<file path="config.mk">
export PLATFORM = sky130hd
export DESIGN_NAME = scan_bist_ctrl_flat
export DESIGN_NICKNAME = d
export VERILOG_FILES = /design/src/rtl/bist_pkg.sv /design/src/rtl/scan_bist_ctrl_if.sv /design/src/rtl/bist_lfsr16.sv /design/src/rtl/scan_bist_ctrl.sv /design/src/flat_wrapper.sv
export SDC_FILE = /design/constraint.sdc
export NUM_CORES = 1
export LEC_CHECK = 0
export BUFFER_PORTS_ARGS = -buffer_cell sky130_fd_sc_hd__buf_2
export CAP_MARGIN = 5
export CORE_MARGIN = 3
export CORE_UTILIZATION = 30
export CTS_CLUSTER_DIAMETER = 120
export DETAILED_ROUTE_END_ITERATION = 8
export PLACE_DENSITY_LB_ADDON = 0.1
export SETUP_SLACK_MARGIN = 0.05
export SLEW_MARGIN = 30
export SYNTH_ARGS = -nofsm -noshare
export SYNTH_HDL_FRONTEND = slang
export SYNTH_SLANG_ARGS = --single-unit
export TNS_END_PERCENT = 100
</file>
<file path="constraint.sdc">
create_clock -name CK -period 2.1 [get_ports CK]
set_clock_uncertainty 0.2 [all_clocks]
set_input_delay 0.315 -clock CK [delete_from_list [all_inputs] [get_ports CK]]
set_output_delay 0.315 -clock CK [all_outputs]
set_load 0.02 [all_outputs]
</file>
<file path="src/rtl/bist_pkg.sv">
// Shared types and constants for the scan BIST controller and its LFSR/MISR step unit.
package bist_pkg;

    typedef enum logic [2:0] {
        ST_IDLE,
        ST_SHIFT,
        ST_CAPTURE,
        ST_UNLOAD,
        ST_DONE
    } bist_state_e;

    // Selects whether the step unit produces patterns or compresses responses.
    typedef enum logic {
        MODE_GEN,
        MODE_COMP
    } lfsr_mode_e;

    // x^16 + x^14 + x^13 + x^11 + 1 in right-shifting Galois form.
    localparam logic [15:0] BIST_POLY = 16'hB400;
    localparam logic [15:0] BIST_SEED = 16'hACE1;

    // Counter width for a 0..bound-1 range, never narrower than one bit.
    function automatic int cnt_width(input int bound);
        return (bound > 1) ? $clog2(bound) : 1;
    endfunction

endpackage

</file>
<file path="src/rtl/scan_bist_ctrl_if.sv">
// Handshake and scan-bus bundle between the BIST controller and the core under test.
interface scan_bist_ctrl_if #(
    parameter int PI_W = 7,
    parameter int PO_W = 7
);

    logic            start;
    logic            scan_en;
    logic            scan_in;
    logic            scan_out;
    logic [PI_W-1:0] pi;
    logic [PO_W-1:0] po;
    logic [15:0]     golden;
    logic            busy;
    logic            done;
    logic            pass;
    logic [15:0]     signature;

    modport master (
        input  start, scan_out, po, golden,
        output scan_en, scan_in, pi, busy, done, pass, signature
    );

    modport slave (
        output start, scan_out, po, golden,
        input  scan_en, scan_in, pi, busy, done, pass, signature
    );

endinterface

</file>
<file path="src/rtl/bist_lfsr16.sv">
// Combinational single step of the 16-bit BIST register: Fibonacci pattern
// generator or Galois MISR, sharing one polynomial.
module bist_lfsr16
    import bist_pkg::*;
(
    input  lfsr_mode_e  mode,
    input  logic [15:0] state_cur,
    input  logic [15:0] data_in,
    output logic [15:0] state_nxt
);

    logic [15:0] fib_taps;
    logic        fib_feedback;

    // The Fibonacci tap mask is the bit-reverse of the Galois polynomial.
    always_comb begin
        fib_taps = '0;
        for (int i = 0; i < 16; i++) begin
            fib_taps[i] = BIST_POLY[15-i];
        end
    end

    // Advance the register by one step in the selected form.
    always_comb begin
        fib_feedback = ^(state_cur & fib_taps);
        state_nxt    = '0;
        case (mode)
            MODE_GEN: state_nxt = {fib_feedback, state_cur[15:1]};
            default:  state_nxt = ({1'b0, state_cur[15:1]}
                                   ^ (state_cur[0] ? BIST_POLY : 16'h0000))
                                  ^ data_in;
        endcase
    end

endmodule

</file>
<file path="src/rtl/scan_bist_ctrl.sv">
// Scan BIST controller: shifts LFSR patterns into the core chain, captures
// functional responses, and compacts everything into a 16-bit MISR signature.
module scan_bist_ctrl
    import bist_pkg::*;
#(
    parameter int CHAIN_LEN = 6,
    parameter int PI_W      = 7,
    parameter int PO_W      = 7,
    parameter int NUM_PAT   = 64
) (
    input logic              CK,
    input logic              rstn,
    scan_bist_ctrl_if.master bus
);

    localparam int SC_W = cnt_width(CHAIN_LEN);
    localparam int PC_W = cnt_width(NUM_PAT);
    localparam logic [SC_W-1:0] SHIFT_LAST = SC_W'(CHAIN_LEN - 1);
    localparam logic [PC_W-1:0] PAT_LAST   = PC_W'(NUM_PAT - 1);

    bist_state_e     state;
    bist_state_e     state_next;
    logic [15:0]     lfsr;
    logic [15:0]     lfsr_step;
    logic [15:0]     misr;
    logic [15:0]     misr_step;
    logic [15:0]     misr_data;
    logic [SC_W-1:0] shift_cnt;
    logic [PC_W-1:0] pattern_cnt;
    logic [PI_W-1:0] pi_q;
    logic            last_shift;
    logic            last_pattern;
    logic            scan_en_c;
    logic            scan_in_c;
    logic            busy_c;
    logic            done_c;

    assign last_shift   = (shift_cnt == SHIFT_LAST);
    assign last_pattern = (pattern_cnt == PAT_LAST);

    bist_lfsr16 u_pattern_gen (
        .mode      (MODE_GEN),
        .state_cur (lfsr),
        .data_in   (16'h0000),
        .state_nxt (lfsr_step)
    );

    bist_lfsr16 u_misr (
        .mode      (MODE_COMP),
        .state_cur (misr),
        .data_in   (misr_data),
        .state_nxt (misr_step)
    );

    // State register.
    always_ff @(posedge CK or negedge rstn) begin
        if (!rstn) begin
            state <= ST_IDLE;
        end else begin
            state <= state_next;
        end
    end

    // Sequencing: shift a pattern, capture once, repeat, then unload the last response.
    always_comb begin
        state_next = state;
        case (state)
            ST_IDLE, ST_DONE: if (bus.start)   state_next = ST_SHIFT;
            ST_SHIFT:         if (last_shift)  state_next = ST_CAPTURE;
            ST_CAPTURE:       state_next = last_pattern ? ST_UNLOAD : ST_SHIFT;
            ST_UNLOAD:        if (last_shift)  state_next = ST_DONE;
            default:          state_next = ST_IDLE;
        endcase
    end

    // Per-state control outputs toward the core and the requester.
    always_comb begin
        scan_en_c = 1'b0;
        scan_in_c = 1'b0;
        busy_c    = 1'b0;
        done_c    = 1'b0;
        case (state)
            ST_SHIFT: begin
                scan_en_c = 1'b1;
                scan_in_c = lfsr[0];
                busy_c    = 1'b1;
            end
            ST_CAPTURE: busy_c = 1'b1;
            ST_UNLOAD: begin
                scan_en_c = 1'b1;
                busy_c    = 1'b1;
            end
            ST_DONE:  done_c = 1'b1;
            default: ;
        endcase
    end

    // MISR input: chain output while shifting (the first pattern unloads stale core state, so it is masked), primary outputs at capture.
    always_comb begin
        misr_data = '0;
        case (state)
            ST_SHIFT:   misr_data[0]        = (pattern_cnt != '0) && bus.scan_out;
            ST_CAPTURE: misr_data[PO_W-1:0] = bus.po;
            ST_UNLOAD:  misr_data[0]        = bus.scan_out;
            default: ;
        endcase
    end

    // Datapath registers: pattern LFSR, MISR, counters and the held primary-input vector.
    always_ff @(posedge CK or negedge rstn) begin
        if (!rstn) begin
            lfsr        <= BIST_SEED;
            misr        <= '0;
            shift_cnt   <= '0;
            pattern_cnt <= '0;
            pi_q        <= '0;
        end else begin
            case (state)
                ST_IDLE, ST_DONE: begin
                    if (bus.start) begin
                        lfsr        <= BIST_SEED;
                        misr        <= '0;
                        shift_cnt   <= '0;
                        pattern_cnt <= '0;
                    end
                end
                ST_SHIFT: begin
                    lfsr <= lfsr_step;
                    misr <= misr_step;
                    if (last_shift) begin
                        shift_cnt <= '0;
                        pi_q      <= lfsr_step[PI_W-1:0];
                    end else begin
                        shift_cnt <= shift_cnt + 1'b1;
                    end
                end
                ST_CAPTURE: begin
                    misr <= misr_step;
                    if (!last_pattern) begin
                        pattern_cnt <= pattern_cnt + 1'b1;
                    end
                end
                ST_UNLOAD: begin
                    misr <= misr_step;
                    if (last_shift) begin
                        shift_cnt <= '0;
                    end else begin
                        shift_cnt <= shift_cnt + 1'b1;
                    end
                end
                default: ;
            endcase
        end
    end

    assign bus.scan_en   = scan_en_c;
    assign bus.scan_in   = scan_in_c;
    assign bus.pi        = pi_q;
    assign bus.busy      = busy_c;
    assign bus.done      = done_c;
    assign bus.signature = misr;
    assign bus.pass      = done_c && (misr == bus.golden);

endmodule

</file>
<file path="src/flat_wrapper.sv">
// flat-port wrapper written by rule: the top's interface ports become plain ports
module scan_bist_ctrl_flat import bist_pkg::*;
#(
    parameter int CHAIN_LEN = 6,
    parameter int PI_W      = 7,
    parameter int PO_W      = 7,
    parameter int NUM_PAT   = 64
)
  (CK, rstn, bus_start, bus_scan_out, bus_po, bus_golden, bus_scan_en, bus_scan_in, bus_pi, bus_busy, bus_done, bus_pass, bus_signature);
  scan_bist_ctrl_if #(.PI_W(PI_W), .PO_W(PO_W)) bus_i ();
  input logic CK;
  input logic rstn;
  input wire logic [$bits(bus_i.start)-1:0] bus_start;
  input wire logic [$bits(bus_i.scan_out)-1:0] bus_scan_out;
  input wire logic [$bits(bus_i.po)-1:0] bus_po;
  input wire logic [$bits(bus_i.golden)-1:0] bus_golden;
  output wire logic [$bits(bus_i.scan_en)-1:0] bus_scan_en;
  output wire logic [$bits(bus_i.scan_in)-1:0] bus_scan_in;
  output wire logic [$bits(bus_i.pi)-1:0] bus_pi;
  output wire logic [$bits(bus_i.busy)-1:0] bus_busy;
  output wire logic [$bits(bus_i.done)-1:0] bus_done;
  output wire logic [$bits(bus_i.pass)-1:0] bus_pass;
  output wire logic [$bits(bus_i.signature)-1:0] bus_signature;
  assign bus_i.start = bus_start;
  assign bus_i.scan_out = bus_scan_out;
  assign bus_i.po = bus_po;
  assign bus_i.golden = bus_golden;
  assign bus_scan_en = bus_i.scan_en;
  assign bus_scan_in = bus_i.scan_in;
  assign bus_pi = bus_i.pi;
  assign bus_busy = bus_i.busy;
  assign bus_done = bus_i.done;
  assign bus_pass = bus_i.pass;
  assign bus_signature = bus_i.signature;
  scan_bist_ctrl #(.CHAIN_LEN(CHAIN_LEN), .PI_W(PI_W), .PO_W(PO_W), .NUM_PAT(NUM_PAT)) u_core (.CK(CK), .rstn(rstn), .bus(bus_i));
endmodule
</file>
==> key figures, run 1 <==
Layout
  – Finished Layout Cells: around 380
  – Layout cell share with drive strength beyond 1: roughly 38%
  – Nets@finish: roughly 300
  – Post-Layout Inst Area: between 0.003 and 0.004 mm2
  – Area delta synth->final: 26.7%
  – Diodes inserted: 0

Timing
  – Hold Fails Final Rpt: 0
  – Fmax: approximately 440 MHz
  – Worst-margin pin slew: ~0.7 ns
  – Final min period: 2.28 ns
  – Tcrit/Tclk final: 108%
  – Rel. slew slack: 53.3%
  – PnR worst setup slack: -0.177 ns
  – Final Max Slew Viols: 0
  – Setup_tns: -0.177 ns
  – RSZ-0062 raised after global routing: yes
  – Final setup fails: 1

Global routing
  – Total grt overflow: 0
  – Antenna violations before repair: 0
  – Largest net degree at the start of global routing: 38
  – First-pass GRT wire length: 8730 um
  – Total Routing Usage GR: between 10% and 20%
  – Number of global-route vias before repair: about 1,700

Synth
  – Sequential cell area fraction in the yosys report: a little over half
  – Cell Area, Synth: around 0.0024 mm2
  – Synth warn: 0
  – Cells after Synth: roughly 210
  – Mapped Nets: 234
  – Avg Inst Size Synth: 11.8 um2
  – Synthesis-stage register bit count: a little over 50
  – Yosys cell types: slightly above 40

Setup path
  – Reg2reg end: u_core.bus.signature[13]$_DFFE_PN0P_
  – Crit Path Max Fanout: 2
  – Reg-to-reg critical path startpoint: u_core.state[1]$_DFFE_PN0P_
  – Worst Setup EP: bus_pass
  – WP data arrival: about 1.8 ns
  – Critical path type: reg2out
  – CP startpoint: u_core.bus.signature[5]$_DFFE_PN0P_
  – Setup crit start kind: register
  – Crit end category: output port
  – Worst endpoint required time: around 1.6 ns
  – Reg2reg path depth: 5
  – Reg2Reg Setup Slack: between 0.15 and 0.2 ns

Power
  – IR drop worst, VDD: between 600 and 700 uV
  – Post-layout total power: roughly 5.2 mW
  – Pleak: 1.43 nW
  – Pwr Density: roughly 1700 mW/mm2

Outcome
  – Status: finished with violations
  – Failing checks: negative setup slack

Drt
  – Drt total wl: 5610 um
  – DRT Pass-1 Iters: 4
  – Post-DRT Antenna Nets: 0
  – WL/cell: approximately 15 um
  – Iteration-0 DRC Markers: 35
  – Via-to-Cell Ratio: about 4.8
  – Via count: around 1,800
  – Residual DRC count: 0

Placement
  – Buffers on Ports: 54
  – Placed Area: between 0.002 and 0.003 mm2
  – Placed insts: roughly 370
  – GPL Wtd Cong: a little under 0.7
  – Post-DP HPWL: 4180 um

Floorplan
  – Die width: between 90 and 100 um
  – # rows: 32
  – Initial Utilization: 31.2%
  – Placeable Area: 0.00777 mm2
  – Die Area: slightly above 0.009 mm2
  – Boundary Pins: 55
  – Die Y: 95.9 um

CTS
  – CTS sink count: between 50 and 60
  – Clock buffer depth: 2
  – Clk root buf: clkbuf_8
  – Clk_lat worst skew: around 0.3 ns
  – Clk slew on worst S/H paths: 0.09 ns
  – H-tree depth: 2
  – CTS tree: yes
  – CTS Buf Count: 5

Worst hold path
  – Hold Path Stages: 2
  – Tightest Hold Check Type: in2reg

Job
  – Maxcap violations: 0
[per-stage QoR]
stage / util [%] / hold WS, ns / worst slack, ns
global route: 39.5 / 0.0472 / -0.314
detailed placement: 37.5 / 0.0545 / 0.0622
global placement: 37.5 / 0.0580 / 0.0477
CTS: 39.5 / 0.0394 / -0.218
floorplan: - / -0.181 / 0.0736
finish: 39.5 / 0.0450 / -0.177
[where the power goes]
group | total, mW | internal (mW) | switching (mW)
sequential | 1.87 | 1.47 | 0.402
clock | 0.726 | 0.392 | 0.333
combinational | 2.58 | 1.21 | 1.36
total | 5.18 | 3.08 | 2.10
[cell type report]
class                      count  area [um2]
tap                          102         128
fill                         785        4700
inverter                       8        30.0
timing repair buffer          71         415
clock inverter                 2        38.8
multi-input combinational    137        1090
clock buffer                   6        82.6
sequential                    51        1290
[state kept, by name, summed over array words and instances, names as in the netlist]
signal and cells:
u_core.bus.signature 16, u_core.lfsr 16, u_core.bus.pi 7, u_core.pattern_cnt 6, u_core.shift_cnt 3, u_core.state 3
[critical path: stages, from the launching register on]
cell	delay [ns]
dfrtp_1	0.41
xor2_1	0.14
nor4_1	0.27
nand4_1	0.19
nor4_4	0.29
buf_4	0.17
[layer usage]
metal	part of all wire, %	routed length, um	global-route usage [%]
met5	0	0	0
met4	0.71	40	3.20
met3	5.0	283	2.50
met2	49	2750	20.6
met1	45	2540	16.5
[layout by cell type, fill, tap and decap left out, types with 2 or more instances in the layout]
master	synthesis	final
a21oi_1	3	3
a22o_1	25	25
buf_2	4	53
buf_4	2	16
clkbuf_8	0	6
dfrtp_1	43	41
dfrtp_2	0	2
dfstp_2	8	8
ha_1	2	2
inv_1	7	7
mux2_1	2	2
mux2_2	5	5
nand2_1	15	15
nand3_1	7	7
nand4_1	2	2
nor2_1	4	3
nor2_2	2	3
nor4_1	4	2
o21ai_0	5	5
o22a_1	7	7
o41ai_1	2	2
or3_1	4	4
xnor2_1	17	17
xor2_1	13	13
[repair_timing]
item | CTS | global route
buffers inserted | 1 | 0
gates resized for setup | 5 | 1
endpoints found under the hold margin | 14 | 0
hold buffers | 1 | 0
endpoints found under the setup margin | 2 | 19
pin swaps | 3 | 1
[cells in the mapped netlist]
cell,n,share of area [%]
a2bb2oi_1,1,0.36
a32o_1,1,0.41
a31oi_1,1,0.26
o21ai_0,5,1.0
xor2_1,13,4.7
and3_1,1,0.26
a41o_1,1,0.41
nor4_1,4,1.0
a21oi_1,3,0.62
nor2_2,2,0.52
mux2_2,5,2.3
xnor2_1,17,6.1
dfrtp_1,43,44
nand2_1,15,2.3
ha_1,2,1.0
buf_2,4,0.83
nor3b_4,1,0.77
and2_1,1,0.26
dfstp_2,8,8.7
a22o_1,25,9.0
nor2_1,4,0.62
nor3b_2,1,0.52
inv_2,1,0.15
or3_1,4,1.0
nand4_1,2,0.52
o22ai_4,1,0.83
a21o_1,1,0.31
nor2_4,1,0.46
o22a_1,7,2.5
nand3b_1,1,0.31
mux2i_1,1,0.41
nand3_1,7,1.4
inv_1,7,1.1
clkbuf_1,3,0.46
mux2_1,2,0.93
o41ai_1,2,0.72
o22ai_1,1,0.26
nand2b_1,2,0.52
nand4bb_1,1,0.46
buf_4,2,0.62
a32oi_1,1,0.36
[worst min path at each step]
stage          slack [ns]                                  end      start
3_3_place_gp         0.06  u_core.bus.signature[3]$_DFFE_PN0P_       rstn
2_1_floorplan       -0.18         u_core.bus.pi[0]$_DFFE_PN0P_       rstn
3_5_place_dp         0.05  u_core.bus.signature[1]$_DFFE_PN0P_       rstn
4_1_cts              0.04          u_core.state[2]$_DFFE_PN0P_  bus_start
5_1_grt              0.05          u_core.state[2]$_DFFE_PN0P_  bus_start
6_report             0.05          u_core.state[2]$_DFFE_PN0P_  bus_start
[kinds of logic (layout without fill, tap and decap cells)]
group                    count (synthesis)  count (layout)  share of synthesized area, %
XOR/XNOR                                30              30                          10.8
multiplexers                             8               8                          3.67
AO/OA/AOI/OAI                           50              50                          17.1
buffers and inverters                   17              87                          3.15
AND/OR/NAND/NOR                         47              47                          11.1
adder cells (fa/ha/maj)                  2               2                          1.03
flip-flops                              51              51                          53.1
Power figures use the tool's default switching activity.
==> run 2: changes to the inputs <==
--- a/config.mk
+++ b/config.mk
@@ -5,6 +5,7 @@
 export SDC_FILE = /design/constraint.sdc
 export NUM_CORES = 1
 export LEC_CHECK = 0
+export ABC_AREA = 1
 export BUFFER_PORTS_ARGS = -buffer_cell sky130_fd_sc_hd__buf_2
 export CAP_MARGIN = 5
 export CORE_MARGIN = 3
==> run 2 against run 1 <==
Effect of this change: the run now ends clean; critical path depth grew 3; count of clock-buffer cells in the layout decreased by 1; global-route usage is 0.90 points higher; utilization fell by 1.2 points; power down 45%; routed wire length grew 11%; setup slack better by 0.26 ns; die area rose by 6.7%; critical path type unchanged.
==> key figures, run 2 <==
Global routing
  – Antenna violations before repair: 0
  – Total Routing Usage GR: around an eighth
  – Number of global-route vias before repair: 2,075
  – Total grt overflow: 0
  – First-pass GRT wire length: approximately 10,000 um
  – Largest net degree at the start of global routing: 35

Layout
  – Most frequent cells in the layout: buf_2 (53), nand2_1 (51), dfrtp_1 (37)
  – Commonest non-fill, non-tap cell in the layout: buf_2
  – Diodes inserted: 0
  – Area delta synth->final: 22.6%
  – Fill count: about 860
  – Nets@finish: just under 400
  – Layout cell share with drive strength beyond 1: 32.7%

Setup path
  – Crit Path Max Fanout: 4
  – Reg2reg path depth: 6
  – Reg2Reg Setup Slack: around 0.39 ns
  – Worst endpoint required time: 1.58 ns
  – Crit end category: output port
  – Critical path type: reg2out
  – WP data arrival: 1.50 ns
  – Setup crit start kind: register

CTS
  – Clk root buf: clkbuf_8
  – Clk slew on worst S/H paths: about 0.11 ns
  – CTS Buf Count: 5
  – Clock buffer depth: 2
  – H-tree depth: 2
  – Clk_lat worst skew: roughly 0.32 ns
  – CTS sink count: 51
  – CTS tree: yes

Drt
  – Residual DRC count: 0
  – DRT Pass-1 Iters: 4
  – WL/cell: 13.3 um
  – Via-to-Cell Ratio: approximately 4.6
  – Post-DRT Antenna Nets: 0
  – Iteration-0 DRC Markers: 92
  – Via count: 2,144
  – Drt total wl: slightly above 6000 um

Synth
  – FFs w/ async S/R, synth: 100%
  – Area share of the largest cell type after synthesis: 41.4%
  – Most numerous cell in the Yosys netlist: nand2_1
  – Synthesis-stage register bit count: roughly 50
  – Ranking of synthesized cells by area: dfrtp_1 (41%), dfstp_2 (8.1%), nand2_1 (7.4%)
  – Cell Area, Synth: roughly 0.0026 mm2
  – Synth top cells by count: nand2_1 (51), dfrtp_1 (43), inv_1 (38)
  – Yosys cell types: 33
  – Synth warn: 0
  – EDFF count, synth: 0
  – Mapped Nets: roughly 320
  – Post-synth top area cell: dfrtp_1
  – Sequential cell area fraction in the yosys report: between 40% and 50%
  – Avg Inst Size Synth: 8.80 um2
  – Cells after Synth: about 300
  – Ys flop type: dfrtp_1

Timing
  – Fmax: ~500 MHz
  – Hold Fails Final Rpt: 0
  – Final min period: slightly above 2 ns
  – Final setup fails: 0
  – Setup_tns: 0 ns
  – RSZ-0062 raised after global routing: yes
  – Tcrit/Tclk final: 95.8%
  – Final Max Slew Viols: 0
  – Hold Slack: 0.0867 ns
  – Worst-margin pin slew: roughly 0.45 ns
  – Rel. slew slack: between 60% and 70%

Placement
  – Buffers on Ports: between 50 and 60
  – Post-DP HPWL: around 4400 um
  – GPL Wtd Cong: roughly 0.78

Floorplan
  – Boundary Pins: 55
  – Initial Utilization: a little under a third
  – # rows: 33
  – Placeable Area: roughly 0.0083 mm2
  – Die Area: just under 0.01 mm2
  – Die width: slightly below 100 um
  – Die Y: roughly 100 um

Power
  – Pwr Density: 891 mW/mm2
  – IR drop worst, VDD: 447 uV
  – Pleak: ~1.6 nW

Outcome
  – Status: completed

Worst hold path
  – Hold Path Stages: 4
  – Tightest Hold Check Type: in2reg

Job
  – Maxcap violations: 0
-- run 2: cell count changes in the layout (fill, tap and decap cells not counted), moves of 5 or more --
cell,change
o21ai_2,+8
nor2_1,+20
o22a_1,-6
a22o_1,-24
mux2_2,-5
xor2_1,-11
inv_1,+28
nand3_1,+17
a21oi_1,+7
nand2_1,+36
xnor2_1,-5
o22ai_1,+18
o21ai_0,+9
-- run 2: kinds of logic after synthesis --
group / Yosys count / share of synthesized area [%]
simple gates: 117 / 21.6
fa+ha+maj: 2 / 0.964
flops: 51 / 49.5
xor+xnor: 14 / 4.72
compound gates: 62 / 14.8
buf+inv: 49 / 8.39
-- run 2: final timing paths --
check,startpoint,end
max reg2reg,u_core.state[2]$_DFFE_PN0P_,u_core.bus.pi[6]$_DFFE_PN0P_
max in group asynchronous,rstn,u_core.lfsr[11]$_DFFE_PN1P_
min in group asynchronous,rstn,u_core.bus.pi[5]$_DFFE_PN0P_
min,bus_po[3],u_core.bus.signature[3]$_DFFE_PN0P_
max,u_core.state[0]$_DFFE_PN0P_,bus_pass
min reg2reg,u_core.bus.pi[6]$_DFFE_PN0P_,u_core.bus.pi[6]$_DFFE_PN0P_
-- run 2: critical path: stages, from the launching register on --
cell and delay, ns:
dfrtp_2 0.44, inv_4 0.08, nand2_4 0.06, nor2_4 0.09
nand3_2 0.06, nor2_1 0.11, nand3_1 0.08, nor2_1 0.12
buf_4 0.15
-- run 2: per-stage QoR --
stage,cell area [um2],utilization (%),setup WS (ns),power (mW),std cells
4_1_cts,3130,37.7,0.0510,2.84,463
3_3_place_gp,2990,36.0,0.265,2.19,451
3_5_place_dp,2990,36.0,0.246,2.19,451
5_1_grt,3180,38.3,-0.0340,3.04,469
2_1_floorplan,2600,-,0.139,1.86,295
6_report,3180,38.3,0.0872,2.83,469
-- run 2: layout make-up --
cell class / count / area, um2 / area share (%)
multi-input cells: 195 / 1100 / 34.7
clock inverters: 3 / 26.3 / 0.826
clock buffers: 5 / 68.8 / 2.16
well taps: 105 / 131 / 4.13
repair buffers: 67 / 385 / 12.1
inverters: 43 / 171 / 5.39
flip-flops and latches: 51 / 1290 / 40.7
-- run 2: layer usage --
metal	vias to the layer above	share of wire (%)	GRT usage [%]
li1	1102	-	-
met1	992	49	17.9
met2	44	45	21.1
met3	6	4.4	3.61
met4	0	1.2	3.57
met5	-	0	0
-- run 2: repair_timing --
item | CTS | global route
setup endpoints to repair | 2 | 1
pin swaps | 2 | 3
hold buffers | 1 | 0
hold endpoints to repair | 13 | 0
gates cloned | 0 | 0
buffers inserted | 3 | 6
resized for setup | 6 | 7
-- run 2: where the power goes --
part	internal, mW	switching, mW
registers	1.14	0.147
logic	0.372	0.548
clock network	0.247	0.382
total	1.76	1.08
==> run 3: changes to the inputs <==
==> constraint.sdc (replaced) <==
create_clock -name CK -period 2.1 [get_ports CK]
set_clock_uncertainty 0.2 [all_clocks]
set_input_delay 0.105 -clock CK [delete_from_list [all_inputs] [get_ports CK]]
set_output_delay 0.105 -clock CK [all_outputs]
set_load 0.02 [all_outputs]
==> run 3 against run 2 <==
Effect of this change: cell area up 0.79%; die area unchanged; register-to-register slack got worse by 0.09 ns; fmax is 6.3% higher; sequential share of layout area decreased by 0.51 points; count of clock-buffer cells in the layout is 1 higher; setup slack improved by 0.12 ns; combinational power decreased by 3.2%; routed wire length decreased by 3.1%; flip-flop and latch count unchanged; critical path type unchanged; critical endpoint unchanged; largest power group unchanged.
==> key figures, run 3 (synthesis gave the netlist of run 2 again) <==
Outcome
  – Status: completed

Timing
  – Final min period: about 1.9 ns
  – PnR worst setup slack: 0.207 ns
  – Setup_tns: 0 ns
  – Hold Fails Final Rpt: 0
  – Tcrit/Tclk final: about 90%
  – RSZ-0062 raised after global routing: no
  – Worst-margin pin slew: approximately 0.55 ns
  – Rel. slew slack: between 60% and 70%
  – Hold Slack: around 0.097 ns
  – Fmax: 528 MHz
  – Final setup fails: 0
  – Final Max Slew Viols: 0

Floorplan
  – Die Y: 99.0 um
  – Initial Utilization: 31.3%
  – Boundary Pins: 55
  – Die Area: between 0.009 and 0.01 mm2
  – # rows: 33
  – Placeable Area: approximately 0.0083 mm2
  – Die width: about 99 um

Layout
  – Most frequent cells in the layout: buf_2 (53), nand2_1 (51), dfrtp_1 (42)
  – Seq. cell area: ~0.0013 mm2
  – Fill count: around 870
  – Layout cell share with drive strength beyond 1: between 30% and 40%
  – Nets@finish: between 300 and 400
  – Area of the multi-input gates: roughly 0.0011 mm2
  – Commonest non-fill, non-tap cell in the layout: buf_2
  – Area delta synth->final: 23.5%
  – Diodes inserted: 0

Power
  – Pwr Density: between 800 and 900 mW/mm2
  – IR drop worst, VDD: roughly 470 uV
  – Pleak: ~1.6 nW
  – Post-layout total power: around 2.8 mW

Global routing
  – First-pass GRT wire length: 10,200 um
  – Total Routing Usage GR: about an eighth
  – Number of global-route vias before repair: between 2,000 and 2,500
  – Total grt overflow: 0
  – Largest net degree at the start of global routing: 24
  – Antenna violations before repair: 0

Drt
  – Post-DRT Antenna Nets: 0
  – Drt total wl: 6030 um
  – Residual DRC count: 0
  – DRT Pass-1 Iters: 4
  – Via-to-Cell Ratio: 4.64
  – Iteration-0 DRC Markers: between 70 and 80
  – Via count: between 2,000 and 2,500
  – WL/cell: ~13 um

Setup path
  – Crit-path slowest cell: dfrtp_2
  – Cell chain of the critical path: inv_4 > nand2_4 > nor2_4 > nand3_2 > nor2_2 > nand3_1 > nor2_1 > buf_4
  – Setup crit start kind: register
  – Crit Path Max Fanout: 4
  – WP data arrival: between 1.5 and 2 ns
  – Worst endpoint required time: around 1.8 ns
  – Critical path type: reg2out
  – Critical path's largest stage delay: between 0.4 and 0.5 ns
  – Crit end category: output port

Placement
  – Post-DP HPWL: about 4500 um
  – Buffers on Ports: 54
  – Setup slack at placement: about 0.30 ns
  – GPL Wtd Cong: between 0.7 and 0.8

CTS
  – Clk_lat worst skew: around 0.3 ns
  – CTS Buf Count: 5
  – H-tree depth: 2
  – Clk slew on worst S/H paths: 0.09 ns
  – Clock buffer depth: 2
  – Clk root buf: clkbuf_8
  – CTS tree: yes
  – CTS sink count: around 50

Worst hold path
  – Tightest Hold Check Type: in2reg

Job
  – Maxcap violations: 0
[run 3: final cells by class]
cell class	count	share of cell area, %
clock inverter	2	0.507
tap	105	4.10
clock buffer	6	2.58
timing repair buffer	69	12.6
inverter	43	5.35
sequential	51	40.1
multi-input combinational	195	34.8
[run 3: worst max-delay path, delay by kind of cell (launching register included)]
| kind | cells | cell delay (ns) |
|---|---|---|
| simple gates | 6 | 0.57 |
| flops | 1 | 0.47 |
| buf+inv | 2 | 0.26 |
[run 3: per-layer routing]
metal / GRT usage [%] / vias up / wire length [um] / part of all wire (%)
met2: 19.1 / 56 / 2600 / 43
met3: 3.26 / 7 / 326 / 5.4
li1: - / 1118 / - / -
met5: 0 / - / 0 / 0
met1: 18.3 / 1006 / 3040 / 50
met4: 2.84 / 0 / 57 / 0.95
[run 3: worst paths after layout]
path                                                endpoint                         from  slack (ns)  cells after the start
hold reg to reg                  u_core.lfsr[13]$_DFFE_PN1P_  u_core.lfsr[13]$_DFFE_PN1P_        0.28                      2
max in group asynchronous         u_core.lfsr[5]$_DFFE_PN1P_                         rstn        0.91                      3
hold / removal                   u_core.state[0]$_DFFE_PN0P_                    bus_start         0.1                      5
min in group asynchronous    u_core.shift_cnt[0]$_DFFE_PN0P_                         rstn        0.11                      2
setup / recovery                                    bus_pass  u_core.state[0]$_DFFE_PN0P_        0.21                      8
setup reg to reg           u_core.pattern_cnt[3]$_DFFE_PN0P_  u_core.state[2]$_DFFE_PN0P_        0.30                      8
[run 3: per-stage QoR]
stage	instance area, um2	util (%)	std cells
after global routing	3210	38.6	471
after floorplan	2600	-	295
after CTS	3150	38.0	467
after detailed placement	2980	35.9	452
after global placement	2980	35.9	452
final	3210	38.6	471
[run 3: power breakdown]
group | internal [mW] | total, mW | switching [mW]
Combinational | 0.358 | 0.891 | 0.533
Clock | 0.270 | 0.608 | 0.338
Sequential | 1.13 | 1.30 | 0.167
[run 3: repair_timing]
item,4_1_cts,5_1_grt
hold buffers,7,0
hold endpoints to repair,27,0
pin swaps,0,5
endpoints found under the setup margin,1,1
resized for setup,2,7
buffers inserted,0,4
